[config.mk]
export PLATFORM = sky130hd
export DESIGN_NAME = pipe_skid_register
export DESIGN_NICKNAME = d
export VERILOG_FILES = /design/src/rtl/pipe_skid_register.sv
export SDC_FILE = /design/constraint.sdc
export NUM_CORES = 1
export LEC_CHECK = 0
export ABC_AREA = 1
export BUFFER_PORTS_ARGS = -buffer_cell sky130_fd_sc_hd__buf_2
export CORE_MARGIN = 4
export CORE_UTILIZATION = 30
export CTS_BUF_LIST = sky130_fd_sc_hd__clkbuf_8
export DETAILED_ROUTE_END_ITERATION = 6
export MAX_ROUTING_LAYER = met4
export PLACE_DENSITY_LB_ADDON = 0.2
export SLEW_MARGIN = 20
export SYNTH_ARGS = -nofsm -noshare
export SYNTH_HDL_FRONTEND = slang
export SYNTH_SLANG_ARGS = --single-unit
[constraint.sdc]
create_clock -name clk -period 6.3 [get_ports clk]
set_input_delay 1.575 -clock clk [delete_from_list [all_inputs] [get_ports clk]]
set_output_delay 1.575 -clock clk [all_outputs]
set_load 0.03 [all_outputs]
[src/rtl/pipe_skid_register.sv]
// pipe_skid_register
//   Two-entry valid/ready pipeline register (main + skid slot). It sustains
//   one transfer per cycle, and in_ready is decoded from state flops only, so
//   there is no combinational path from out_ready to in_ready.
//
//   Parameters:
//     WIDTH       data width in bits (> 0)
//     RESET_DATA  value loaded into main and skid registers on reset
//
//   Ports:
//     clk, reset            rising-edge clock, async active-high reset
//     in_valid/in_ready     upstream handshake, in_data payload
//     flush                 synchronous discard of all held words
//     out_valid/out_ready   downstream handshake, out_data = main register
//     stall_cycles [15:0]   saturating count of cycles with out_valid & !out_ready
//                           (present only when PIPE_SKID_STALL_CNT_EN is defined)
//
//   Build option: define PIPE_SKID_STALL_CNT_EN to add the stall counter.

module pipe_skid_register #(
    parameter int               WIDTH      = 64,
    parameter logic [WIDTH-1:0] RESET_DATA = {WIDTH{1'b1}}
) (
    input  logic             clk,
    input  logic             reset,
    input  logic             in_valid,
    output logic             in_ready,
    input  logic [WIDTH-1:0] in_data,
    input  logic             flush,
    output logic             out_valid,
    input  logic             out_ready,
    output logic [WIDTH-1:0] out_data
`ifdef PIPE_SKID_STALL_CNT_EN
    ,
    output logic [15:0]      stall_cycles
`endif
);

    if (WIDTH < 1) begin : g_bad_width
        $error("pipe_skid_register: WIDTH must be > 0");
    end

    typedef enum logic [1:0] {
        EMPTY = 2'd0,
        ONE   = 2'd1,
        TWO   = 2'd2
    } state_t;

    state_t           state, state_next;
    logic [WIDTH-1:0] main_reg, main_next;
    logic [WIDTH-1:0] skid_reg, skid_next;
    logic             in_fire, out_fire;

    // Handshake outputs come straight from the state register.
    assign in_ready  = (state != TWO);
    assign out_valid = (state != EMPTY);
    assign out_data  = main_reg;

    assign in_fire  = in_valid & in_ready;
    assign out_fire = out_valid & out_ready;

    always_ff @(posedge clk or posedge reset) begin
        if (reset) begin
            state    <= EMPTY;
            main_reg <= RESET_DATA;
            skid_reg <= RESET_DATA;
        end else begin
            state    <= state_next;
            main_reg <= main_next;
            skid_reg <= skid_next;
        end
    end

    always_comb begin
        state_next = state;
        main_next  = main_reg;
        skid_next  = skid_reg;
        if (flush) begin
            // Drop everything, including a word offered this cycle. The data
            // registers keep their contents; only the valid state is cleared.
            state_next = EMPTY;
        end else begin
            case (state)
                EMPTY: begin
                    if (in_fire) begin
                        state_next = ONE;
                        main_next  = in_data;
                    end
                end
                ONE: begin
                    if (in_fire && out_fire) begin
                        main_next = in_data;
                    end else if (in_fire) begin
                        // Head is stalled; park the new word behind it.
                        state_next = TWO;
                        skid_next  = in_data;
                    end else if (out_fire) begin
                        state_next = EMPTY;
                    end
                end
                TWO: begin
                    if (out_fire) begin
                        state_next = ONE;
                        main_next  = skid_reg;
                    end
                end
                default: state_next = EMPTY;
            endcase
        end
    end

`ifdef PIPE_SKID_STALL_CNT_EN
    logic [15:0] stall_cnt;

    // Cleared only by reset; flush leaves the history intact.
    always_ff @(posedge clk or posedge reset) begin
        if (reset) begin
            stall_cnt <= 16'd0;
        end else if (out_valid && !out_ready && (stall_cnt != 16'hFFFF)) begin
            stall_cnt <= stall_cnt + 16'd1;
        end
    end

    assign stall_cycles = stall_cnt;
`else
    // Stall counter not built.
`endif

endmodule

---- After elaboration in Yosys (flattened, before gate mapping) ----
Index checks and enable logic that the tools add are counted.
word-level totals
  word-level logic and storage cells ...... 35
  register bits after elaboration ......... 130
  input bits .............................. 69
  output and inout port bits .............. 66
operators by class
  reduce and logical (&&, ||, !) cells .... 7
  bitwise operators ....................... 4
  muxes and demuxes ....................... 11
  equality and inequality tests ........... 10
operators with widths
  operator                                             number
  2-to-1 mux 64 bit                                    3
  case mux 64 bit (3 select lines)                     1
  2-to-1 mux 2 bit                                     6
  inequality test 3 bit, second input constant         3
  inequality test 2 bit, second input constant         4
  AND reduction 4 bit                                  2
  case mux 2 bit (3 select lines)                      1
  AND reduction 5 bit                                  1
  inequality test 4 bit, second input constant         1
  nonzero test 3 bit                                   1
  AND 1 bit                                            2
  equality test 2 x 1 -> 1 bit, second input constant  1
  equality test 2 bit, second input constant           1
  zero test 2 bit                                      1
  NOT 1 bit                                            2
  nonzero test 2 bit                                   1
  logical AND 1 bit                                    1

---- Longest topological paths before layout ----
Gate-level depths: netlist of the first run.
  depth in word-level cells ............... 7
  depth in mapped cells ................... 9
  mapped depth without buffers ............ 6

---- Worst setup path before layout of the first run ----
No wires, ideal clock.
  path kind ............................... register -> output
  from .................................... register state[0]
  to ...................................... output in_ready
  data required time ...................... 4.725 ns
  cell stages (with the launch flop) ...... 5
  arrival time ............................ 0.803 ns
  path buffers ............................ 2
  slack ................................... 3.922 ns
  cell sequence ........................... dfrtp_1 > buf_6 > inv_1 > nand2_1 > buf_2
between the ends
  word-level cells in the longest chain between the ends .. 1
RTL lines
  item                    RTL line  text
  from (decl)             49        state_t state, state_next;
  from (signal assigned)  68        state <= state_next;
  inequality test 2 bit   55        assign in_ready = (state != TWO);
  to (decl)               27        output logic in_ready,
No other way between the ends.

---- Worst setup path in the final report of the first run ----
  from .................................... register state[1]
  to ...................................... output out_valid
between the ends
  word-level cells in the longest chain between the ends .. 1
RTL lines
  item                RTL line  text
  nonzero test 2 bit  56        assign out_valid = (state != EMPTY);
  to (decl)           30        output logic out_valid,
No other way between the ends.

==> metrics.md, run 1 <==
| Metric | Value |
|---|---|
| Final min period | `3.67 ns` |
| Yosys top cell area share | `0.536` |
| Synthesized area | `0.00627 mm²` |
| Hold-fix buffers, CTS | `0` |
| Crit path max fanout | `51` |
| Net Sw Power | `0.947 mW` |
| Synth cell types | `15` |
| GRT Total Usage | `0.166` |
| Arr. time, crit path | `2.09 ns` |
| Die span in x | `153 µm` |
| Hold Path Origin | `skid_reg[38]` |
| Combinational share of power | `0.232` |
| Row cnt | `52` |
| Maximum root-to-sink buffer count | `2` |
| Final Hold Violating Endpoints | `0` |
| # setup viols final | `0` |
| First-pass GRT wire length | `30500 µm` |
| Mapped Avg Cell Area | `7.85 µm²` |
| Worst-case reg-to-reg path depth | `8` |
| Routed Antenna Nets | `0` |
| Placed cell areas | `0.00706 mm²` |
| Unrepaired setup endpoints after global routing | `false` |
| Worst flop-to-flop path startpoint | `state[1]` |
| Vias per inst | `4.67` |
| Reg2Reg Setup Slack | `3.10 ns` |
| Post-synthesis register bit count | `130` |
| CP Capture Type | `primary output` |
| Largest net degree at the start of global routing | `67` |
| Gr ovfl total | `0` |
| Layout cell share with drive strength beyond 1 | `0.342` |
| Critical Path Start | `state[1]` |
| Syn Inst Count | `799` |
| Max Freq | `0.273 GHz` |
| Post-Route WL | `18500 µm` |
| Detail-routed net length per standard cell | `15.6 µm` |
| Port bufs | `134` |
| Sink Count | `130` |
| Setup bufs post-CTS | `0` |
| Finished Cell Area | `0.00756 mm²` |
| Largest cells by area after synthesis | `dfstp_2 (54%), nand2_1 (24%), nand3_1 (16%)` |
| Internal power | `1.99 mW` |
| Sequential cell fraction of total power | `0.459` |
| Initial core utilization | `0.307` |
| Power Dens Cells | `389 mW/mm²` |
| Skew final | `0.0111 ns` |
| Vias in the first global route | `5655` |
| Via total after detailed routing | `5524` |
| Nets | `969` |
| Iter 0 DRT Violations | `300` |
| Outcome | `finished, final reports clean` |
| H-tree depth | `4` |
| Initial antenna violation count | `1` |
| Area Growth Syn to Fin | `20.5%` |
| DR DRC count | `0` |
| Num CTS Buffers | `17` |
| Final setup TNS | `0 ns` |
| Switching Share | `0.322` |
| Core area | `0.0204 mm²` |
| Placer Congestion | `0.693` |
| Hold Crit Class | `flop to flop` |
| CP required | `4.72 ns` |
| Worst Max-Slew Pin Slew | `0.868 ns` |
| Worst VDD drop | `0.000130 V` |
| Max-slew headroom | `0.422` |
| Clk_lat worst skew | `0.44 ns` |
| WS Path Type | `flop to primary output` |
| Die Y-Extent | `153 µm` |
| CTS tree | `done` |
| Clk pwr share | `0.309` |
| Leak | `3.92 nW` |
| Hpwl dp | `10800 µm` |
| Startpoint types | `flop` |
| Clock slew at reported path FFs | `0.07 ns` |
| Yosys Warn Count | `0` |
| Syn Nets | `868` |
| Post-CTS Resized | `0` |
| Seq/Total Area, Yosys | `0.544` |
| RR Endpoint | `out_data[20]` |
| Final slew viol count | `0` |
| Full die area | `0.0233 mm²` |
| Fin crit share | `0.582` |
| # IOs | `135` |
| Yosys top cell by area | `dfstp_2` |
| Max_cap viols | `0` |
| Root Buffer | `clkbuf_8` |
| Drt first pass iters | `5` |
| CP endpoint | `out_valid` |
-- through the flow --
stage               total power [mW]  setup slack (ns)  std cells  hold WS, ns  utilization
floorplan                       1.85              1.47        799        0.442            -
global placement                2.05              2.70       1151        0.450        0.345
detailed placement              2.06              2.63       1151        0.453        0.345
CTS                             2.98              2.60       1183        0.465        0.370
global route                    3.12              2.50       1184        0.478        0.370
finish                          2.94              2.63       1184        0.463        0.370
-- area by class of cell --
type	count	area [µm²]
clock inverters	13	238
clock buffers	19	262
fillers	2213	12900
inverters	7	31.3
diodes	1	2.50
flip-flops and latches	130	3410
well taps	270	338
multi-input cells	600	2530
repair buffers	144	746
-- worst min path at each step --
| stage | to | cells past startpoint |
|---|---|---|
| after floorplan | skid_reg[30] | 2 |
| after detailed placement | skid_reg[38] | 2 |
| after global placement | skid_reg[5] | 2 |
| final | skid_reg[38] | 2 |
| after global routing | skid_reg[54] | 2 |
| after CTS | skid_reg[53] | 2 |
-- worst max-delay path, stage by stage, from the launching register on --
cell and delay (ns):
dfrtp_2 0.62, buf_4 0.60, nor2_1 0.14, inv_1 0.08
buf_2 0.19
-- synthesized netlist by cell type --
| cell type | instances |
|---|---|
| inv_1 | 7 |
| nand3_1 | 195 |
| nand3_2 | 1 |
| buf_2 | 47 |
| buf_1 | 5 |
| dfrtp_1 | 2 |
| nand4_1 | 1 |
| nor2_1 | 7 |
| nand2_1 | 394 |
| dfstp_2 | 128 |
| clkbuf_1 | 3 |
| buf_6 | 1 |
| nor2_4 | 1 |
| buf_4 | 6 |
| o21ai_1 | 1 |
-- power groups by stage --
| stage | Clock (mW) | Sequential, mW | Combinational, mW |
|---|---|---|---|
| final | 0.908 | 1.35 | 0.683 |
| after CTS | 0.931 | 1.35 | 0.697 |
| after floorplan | 0 | 1.53 | 0.316 |
| after global routing | 0.964 | 1.38 | 0.768 |
| after global placement | 0 | 1.36 | 0.687 |
| after detailed placement | 0 | 1.36 | 0.697 |
-- cell usage in the layout, fill, tap and decap left out --
master / netlist / final
nor2_4: 1 / 2
o21ai_1: 1 / 1
inv_2: 0 / 2
nand4_1: 1 / 1
buf_4: 6 / 10
inv_1: 7 / 6
dfrtp_1: 2 / 1
nand3_1: 195 / 195
diode_2: 0 / 1
inv_6: 0 / 1
dfrtp_2: 0 / 1
nand3_2: 1 / 1
dfstp_2: 128 / 128
buf_2: 47 / 134
nor2_1: 7 / 6
clkinv_2: 0 / 4
clkbuf_8: 0 / 19
nand2_1: 394 / 391
bufinv_16: 0 / 7
nand2_2: 0 / 3
-- layer usage --
metal	vias up	wire length [µm]	track usage
met3	14	953	0.0355
met2	147	8430	0.257
met1	2606	8980	0.222
met4	0	161	0.0445
li1	2757	-	-
met5	-	0	-
-- cell families after synthesis --
family          share of synthesized area
buf+inv                            0.0554
compound gates                   0.000797
simple gates                        0.400
flops                               0.544
Note: power is estimated with default switching activity, not from simulation.
==> run 2, diff against run 1 <==
clock period = 3.8 ns   (was 6.3 ns; I/O delays follow)
==> metrics.md, run 2 (synthesis results as in run 1) <==
| Metric | Value |
|---|---|
| Outcome | `finished, final reports clean` |
| Layout cell share with drive strength beyond 1 | `0.348 (+0.00647)` |
| CTS tree | `done` |
| Nets | `975 (+0.62%)` |
| Filler instances | `2213 (unchanged)` |
| CP Capture Type | `primary output` |
| RR Endpoint | `out_data[53]` |
| Critical Path Start | `state[1]` |
| Final Total Pwr | `4.67 mW (+59%)` |
| Maximum root-to-sink buffer count | `2 (unchanged)` |
| WS Path Type | `flop to primary output` |
| Worst flop-to-flop path startpoint | `state[1]` |
| Initial core utilization | `0.307 (unchanged)` |
| # setup viols final | `0 (unchanged)` |
| Reg2Reg Setup Slack | `1.46 ns (-1.64 ns)` |
| Clk_lat worst skew | `0.45 ns (about the same)` |
| Gr ovfl total | `0 (unchanged)` |
| Drt first pass iters | `4 (-1)` |
| Detail-routed net length per standard cell | `15.4 µm (-1.4%)` |
| GRT Total Usage | `0.169 (+0.00319)` |
| # IOs | `135 (unchanged)` |
| Iter 0 DRT Violations | `321 (+7.0%)` |
| Highest-count cells in the layout ignoring fill and taps | `nand2_1 (391), nand3_1 (195), buf_2 (134)` |
| Final min period | `2.80 ns` |
| Leak | `3.90 nW (-0.44%)` |
| Startpoint types | `flop` |
| Worst-case reg-to-reg path depth | `5 (-3)` |
| Num CTS Buffers | `17 (unchanged)` |
| Routed Antenna Nets | `0 (unchanged)` |
| Final Hold Violating Endpoints | `0 (unchanged)` |
| Max Freq | `0.358 GHz` |
| Post-CTS Resized | `0 (unchanged)` |
| Root Buffer | `clkbuf_8` |
| DR DRC count | `0 (unchanged)` |
| Worst VDD drop | `0.000236 V (+82%)` |
| Setup bufs post-CTS | `0 (unchanged)` |
| Area Growth Syn to Fin | `20.5% (about the same)` |
| Die Y-Extent | `153 µm (unchanged)` |
| Power Dens Cells | `617 mW/mm² (+59%)` |
| Core area | `0.0204 mm² (unchanged)` |
| Fin crit share | `0.736` |
| Post-Route WL | `18400 µm (-0.89%)` |
| Clock slew at reported path FFs | `0.08 ns (about the same)` |
| Vias in the first global route | `5759 (+1.8%)` |
| Full die area | `0.0233 mm² (unchanged)` |
| Max_cap viols | `0 (unchanged)` |
| Crit path max fanout | `26 (-49%)` |
| Row cnt | `52 (unchanged)` |
| CP max stage delay | `0.71 ns (+0.09 ns)` |
| Commonest non-fill, non-tap cell in the layout | `nand2_1` |
| Initial antenna violation count | `1 (unchanged)` |
| Placer Congestion | `0.721 (+4.1%)` |
| Cells along the critical path | `nand2_2, buf_2` |
| Via total after detailed routing | `5524 (unchanged)` |
| Vias per inst | `4.64 (-0.50%)` |
| Sink Count | `130 (unchanged)` |
| Unrepaired setup endpoints after global routing | `false` |
| CP endpoint | `in_ready` |
| Hold-fix buffers, CTS | `0 (unchanged)` |
| Final setup TNS | `0 ns (unchanged)` |
| H-tree depth | `4 (unchanged)` |
| Hpwl dp | `11600 µm (+7.4%)` |
| CP required | `2.85 ns (-1.87 ns)` |
| Port bufs | `134 (unchanged)` |
| Slowest CP cell | `dfrtp_2` |
| Final slew viol count | `0 (unchanged)` |
| Worst Max-Slew Pin Slew | `0.750 ns (-0.117 ns)` |
| First-pass GRT wire length | `31100 µm (+2.2%)` |
| Max-slew headroom | `0.500 (+0.0782)` |
| Arr. time, crit path | `1.85 ns (-0.24 ns)` |
| Largest net degree at the start of global routing | `78 (+16%)` |
| Skew final | `0.0123 ns (+0.00123 ns)` |
| Die span in x | `153 µm (unchanged)` |
| Hold Crit Class | `flop to flop` |
[run 2: cell types whose count changed in the layout (fill, tap and decap cells not counted)]
cell and delta:
buf_12 +2, buf_4 +4, bufinv_16 -4, clkbuf_8 +1, clkinv_2 -1, clkinv_4 +1
clkinvlp_4 +4, inv_1 -2, inv_6 +1
[run 2: critical path, delay by kind of cell, from the launching register on]
family,cells,cell delay (ns)
buf+inv,1,0.30
flops,1,0.71
simple gates,1,0.39
[run 2: final cells by class]
type,instances,area (µm²),share of cell area
well taps,270,338,0.0447
multi-input cells,600,2530,0.335
clock buffers,20,275,0.0364
clock inverters,12,154,0.0204
repair buffers,150,816,0.108
diodes,1,2.50,0.000331
inverters,7,30.0,0.00397
flip-flops and latches,130,3410,0.452
[run 2: layer usage]
layer,global-route usage,up-vias,share of wire,wire length (µm)
met3,0.0358,11,0.048,884
li1,-,2766,-,-
met4,0.0454,0,0.011,195
met1,0.231,2625,0.49,8970
met5,-,-,0,0
met2,0.257,122,0.45,8320
[run 2: power breakdown]
part	total, mW	switching [mW]	internal [mW]
Combinational	1.14	0.801	0.343
Clock	1.28	0.578	0.703
Sequential	2.24	0.207	2.03
Total	4.67	1.59	3.08
[run 2: worst min path at each step]
stage | start | cells past startpoint | endpoint | slack [ns]
after floorplan | skid_reg[30] | 2 | skid_reg[30] | 0.44
after global placement | skid_reg[36] | 2 | skid_reg[36] | 0.45
after detailed placement | skid_reg[16] | 2 | skid_reg[16] | 0.45
after CTS | skid_reg[22] | 2 | skid_reg[22] | 0.47
after global routing | skid_reg[12] | 2 | skid_reg[12] | 0.47
final | skid_reg[16] | 2 | skid_reg[16] | 0.46
[run 2: through the flow]
step / instance area, µm² / setup WS (ns) / util / cells / hold WS, ns
after floorplan: 6280 / 1.35 / - / 799 / 0.442
after global placement: 7130 / 1.42 / 0.349 / 1157 / 0.451
after detailed placement: 7130 / 1.41 / 0.349 / 1157 / 0.453
after CTS: 7560 / 0.942 / 0.370 / 1189 / 0.465
after global routing: 7560 / 0.870 / 0.370 / 1190 / 0.471
final: 7560 / 1.00 / 0.370 / 1190 / 0.462
==> run 3, diff against run 2 <==
ABC_AREA = 0   (was 1)
clock period = 2.34 ns   (was 3.8 ns; I/O delays follow)
==> metrics.md, run 3 <==
| Metric | Value |
|---|---|
| Seq/Total Area, Yosys | `0.578 (+0.0341)` |
| Gr ovfl total | `0 (unchanged)` |
| Highest-count cells in the layout ignoring fill and taps | `mux2_2 (177), buf_2 (134), dfstp_2 (128)` |
| Routed Antenna Nets | `0 (unchanged)` |
| Largest family of logic cells by synthesized area | `multiplexers` |
| Final Total Pwr | `6.98 mW (+50%)` |
| Nets | `572 (-41%)` |
| Clk_lat worst skew | `0.43 ns (-0.02 ns)` |
| Synth Flop Type | `dfstp_2` |
| Most frequent cell after synthesis | `mux2_2` |
| Row cnt | `51 (-1.9%)` |
| Die Y-Extent | `148 µm (-2.8%)` |
| Leak | `3.08 nW (-21%)` |
| Placer Congestion | `0.695 (-3.6%)` |
| Synth top cells by count | `mux2_2 (177), dfstp_2 (128), mux2_4 (11), buf_2 (10), buf_6 (9)` |
| First-pass GRT wire length | `20200 µm (-35%)` |
| Arr. time, crit path | `1.62 ns (-0.23 ns)` |
| Initial antenna violation count | `0 (-1)` |
| Hpwl dp | `8550 µm (-26%)` |
| Synth cell types | `23 (+8)` |
| Detail-routed net length per standard cell | `16.1 µm (+4.5%)` |
| GRT Total Usage | `0.123 (-0.0464)` |
| Drt first pass iters | `4 (unchanged)` |
| Worst VDD drop | `0.000352 V (+49%)` |
| Full die area | `0.0220 mm² (-5.6%)` |
| Yosys top cell area share | `0.570 (+0.0336)` |
| # IOs | `135 (unchanged)` |
| Hold Crit Class | `input pin to flop` |
| Sequential cell area | `0.00341 mm² (about the same)` |
| Vias per inst | `4.39 (-5.5%)` |
| Area Growth Syn to Fin | `23.9%` |
| Setup bufs post-CTS | `0 (unchanged)` |
| Syn Inst Count | `359 (-55%)` |
| CP Capture Type | `primary output` |
| CP required | `1.75 ns (-1.10 ns)` |
| Post-synthesis register bit count | `130 (unchanged)` |
| Post-Route WL | `12600 µm (-31%)` |
| EDFF count, synth | `0 (unchanged)` |
| # setup viols final | `0 (unchanged)` |
| CTS tree | `done` |
| Unrepaired setup endpoints after global routing | `false` |
| Iter 0 DRT Violations | `62 (-81%)` |
| Max_cap viols | `0 (unchanged)` |
| Synth Area in Adders | `0 (unchanged)` |
| Largest net degree at the start of global routing | `63 (-19%)` |
| Via total after detailed routing | `3427 (-38%)` |
| Die span in x | `148 µm (-2.8%)` |
| Max-slew headroom | `0.697 (+0.197)` |
| Final slew viol count | `0 (unchanged)` |
| WS Path Type | `flop to primary output` |
| Fraction of registers with async set/reset | `1.00 (unchanged)` |
| H-tree depth | `4 (unchanged)` |
| Final min period | `2.20 ns` |
| Synthesized area | `0.00590 mm² (-5.9%)` |
| Crit path max fanout | `30 (+15%)` |
| Layout cell share with drive strength beyond 1 | `0.965 (+0.617)` |
| Area of the multi-input gates | `0.00234 mm² (-7.4%)` |
| Cells along the critical path | `nor2b_4, inv_2, buf_12, buf_2` |
| Core area | `0.0194 mm² (-5.0%)` |
| Maximum root-to-sink buffer count | `2 (unchanged)` |
| Final Hold Violating Endpoints | `0 (unchanged)` |
| Sink Count | `130 (unchanged)` |
| Slowest CP cell | `dfrtp_1` |
| Port bufs | `134 (unchanged)` |
| Num CTS Buffers | `17 (unchanged)` |
| Synth Area in XOR/XNOR | `0 (unchanged)` |
| Mapped Avg Cell Area | `16.4 µm² (+110%)` |
| Root Buffer | `clkbuf_8` |
| Startpoint types | `flop` |
| Power Dens Cells | `955 mW/mm² (+55%)` |
| Initial core utilization | `0.304 (-0.00277)` |
| Yosys Warn Count | `0 (unchanged)` |
| Fin crit share | `0.942` |
| Final setup TNS | `0 ns (unchanged)` |
| Clock slew at reported path FFs | `0.08 ns (about the same)` |
| Post-CTS Resized | `0 (unchanged)` |
| Diode count | `0 (-1)` |
| Hold-fix buffers, CTS | `0 (unchanged)` |
| Yosys top cell by area | `dfstp_2` |
| Commonest non-fill, non-tap cell in the layout | `mux2_2` |
| Compound-Gate Fraction of Synth Area | `0.00699 (+0.00620)` |
| Worst Max-Slew Pin Slew | `0.454 ns (-0.296 ns)` |
| Max Freq | `0.454 GHz` |
| Multiplexer share of the synthesized area | `0.375 (+0.375)` |
| Largest cells by area after synthesis | `dfstp_2 (57%), mux2_2 (34%), mux2_4 (2.8%)` |
| Simple-Gate Fraction of Synth Area | `0.0119 (-0.388)` |
| Outcome | `finished, final reports clean` |
| Filler instances | `1918 (-13%)` |
| Skew final | `0.0109 ns (-0.00139 ns)` |
| Syn Nets | `428 (-51%)` |
| Vias in the first global route | `3795 (-34%)` |
| CP max stage delay | `0.56 ns (-0.15 ns)` |
| DR DRC count | `0 (unchanged)` |
-- run 3: final timing paths --
path                       slack (ns)      endpoint  depth (start not counted)    startpoint
max reg2reg                      0.56  out_data[30]                          4      state[0]
max in group asynchronous        1.45  skid_reg[57]                          3         reset
max                              0.14      in_ready                          4      state[0]
min in group asynchronous        0.45   out_data[8]                          2         reset
min                              0.40  skid_reg[10]                          2   in_data[10]
min reg2reg                      0.62  out_data[52]                          1  out_data[52]
-- run 3: logic make-up after synthesis --
kind of cell | Yosys count
mux | 193
flops | 130
buf+inv | 22
simple gates | 10
compound gates | 4
-- run 3: worst max-delay path, delay by kind of cell (launching register included) --
family	cells	cell delay [ns]
DFF	1	0.56
buffers and inverters	3	0.51
and+or+nand+nor	1	0.10
-- run 3: power by group --
group	switching, mW	internal, mW	leakage, nW
registers	0.262	3.19	1.37
logic	0.903	0.745	1.49
clock network	0.859	1.03	0.215
total	2.02	4.96	3.08
-- run 3: cell type report --
type / instances / area share
Sequential cell: 130 / 0.467
Timing Repair Buffer: 145 / 0.113
Clock inverter: 15 / 0.0210
Multi-Input combinational cell: 207 / 0.320
Clock buffer: 17 / 0.0320
Inverter: 2 / 0.00154
Tap cell: 265 / 0.0453
-- run 3: per-stage QoR --
step           utilization  cells  hold slack [ns]  setup slack [ns]  cell area [µm²]
2_1_floorplan            -    359            0.601             0.250             5910
3_3_place_gp         0.357    749            0.605             0.406             6930
3_5_place_dp         0.357    749            0.607             0.338             6930
4_1_cts              0.377    781            0.346            0.0752             7310
5_1_grt              0.377    781            0.354            0.0117             7310
6_report             0.377    781            0.397             0.135             7310
-- run 3: routing by layer --
layer / vias up / global-route usage / wire (µm)
li1: 1582 / - / -
met1: 1752 / 0.143 / 5480
met2: 83 / 0.201 / 6400
met3: 10 / 0.0353 / 527
met4: 0 / 0.0499 / 185
met5: - / - / 0
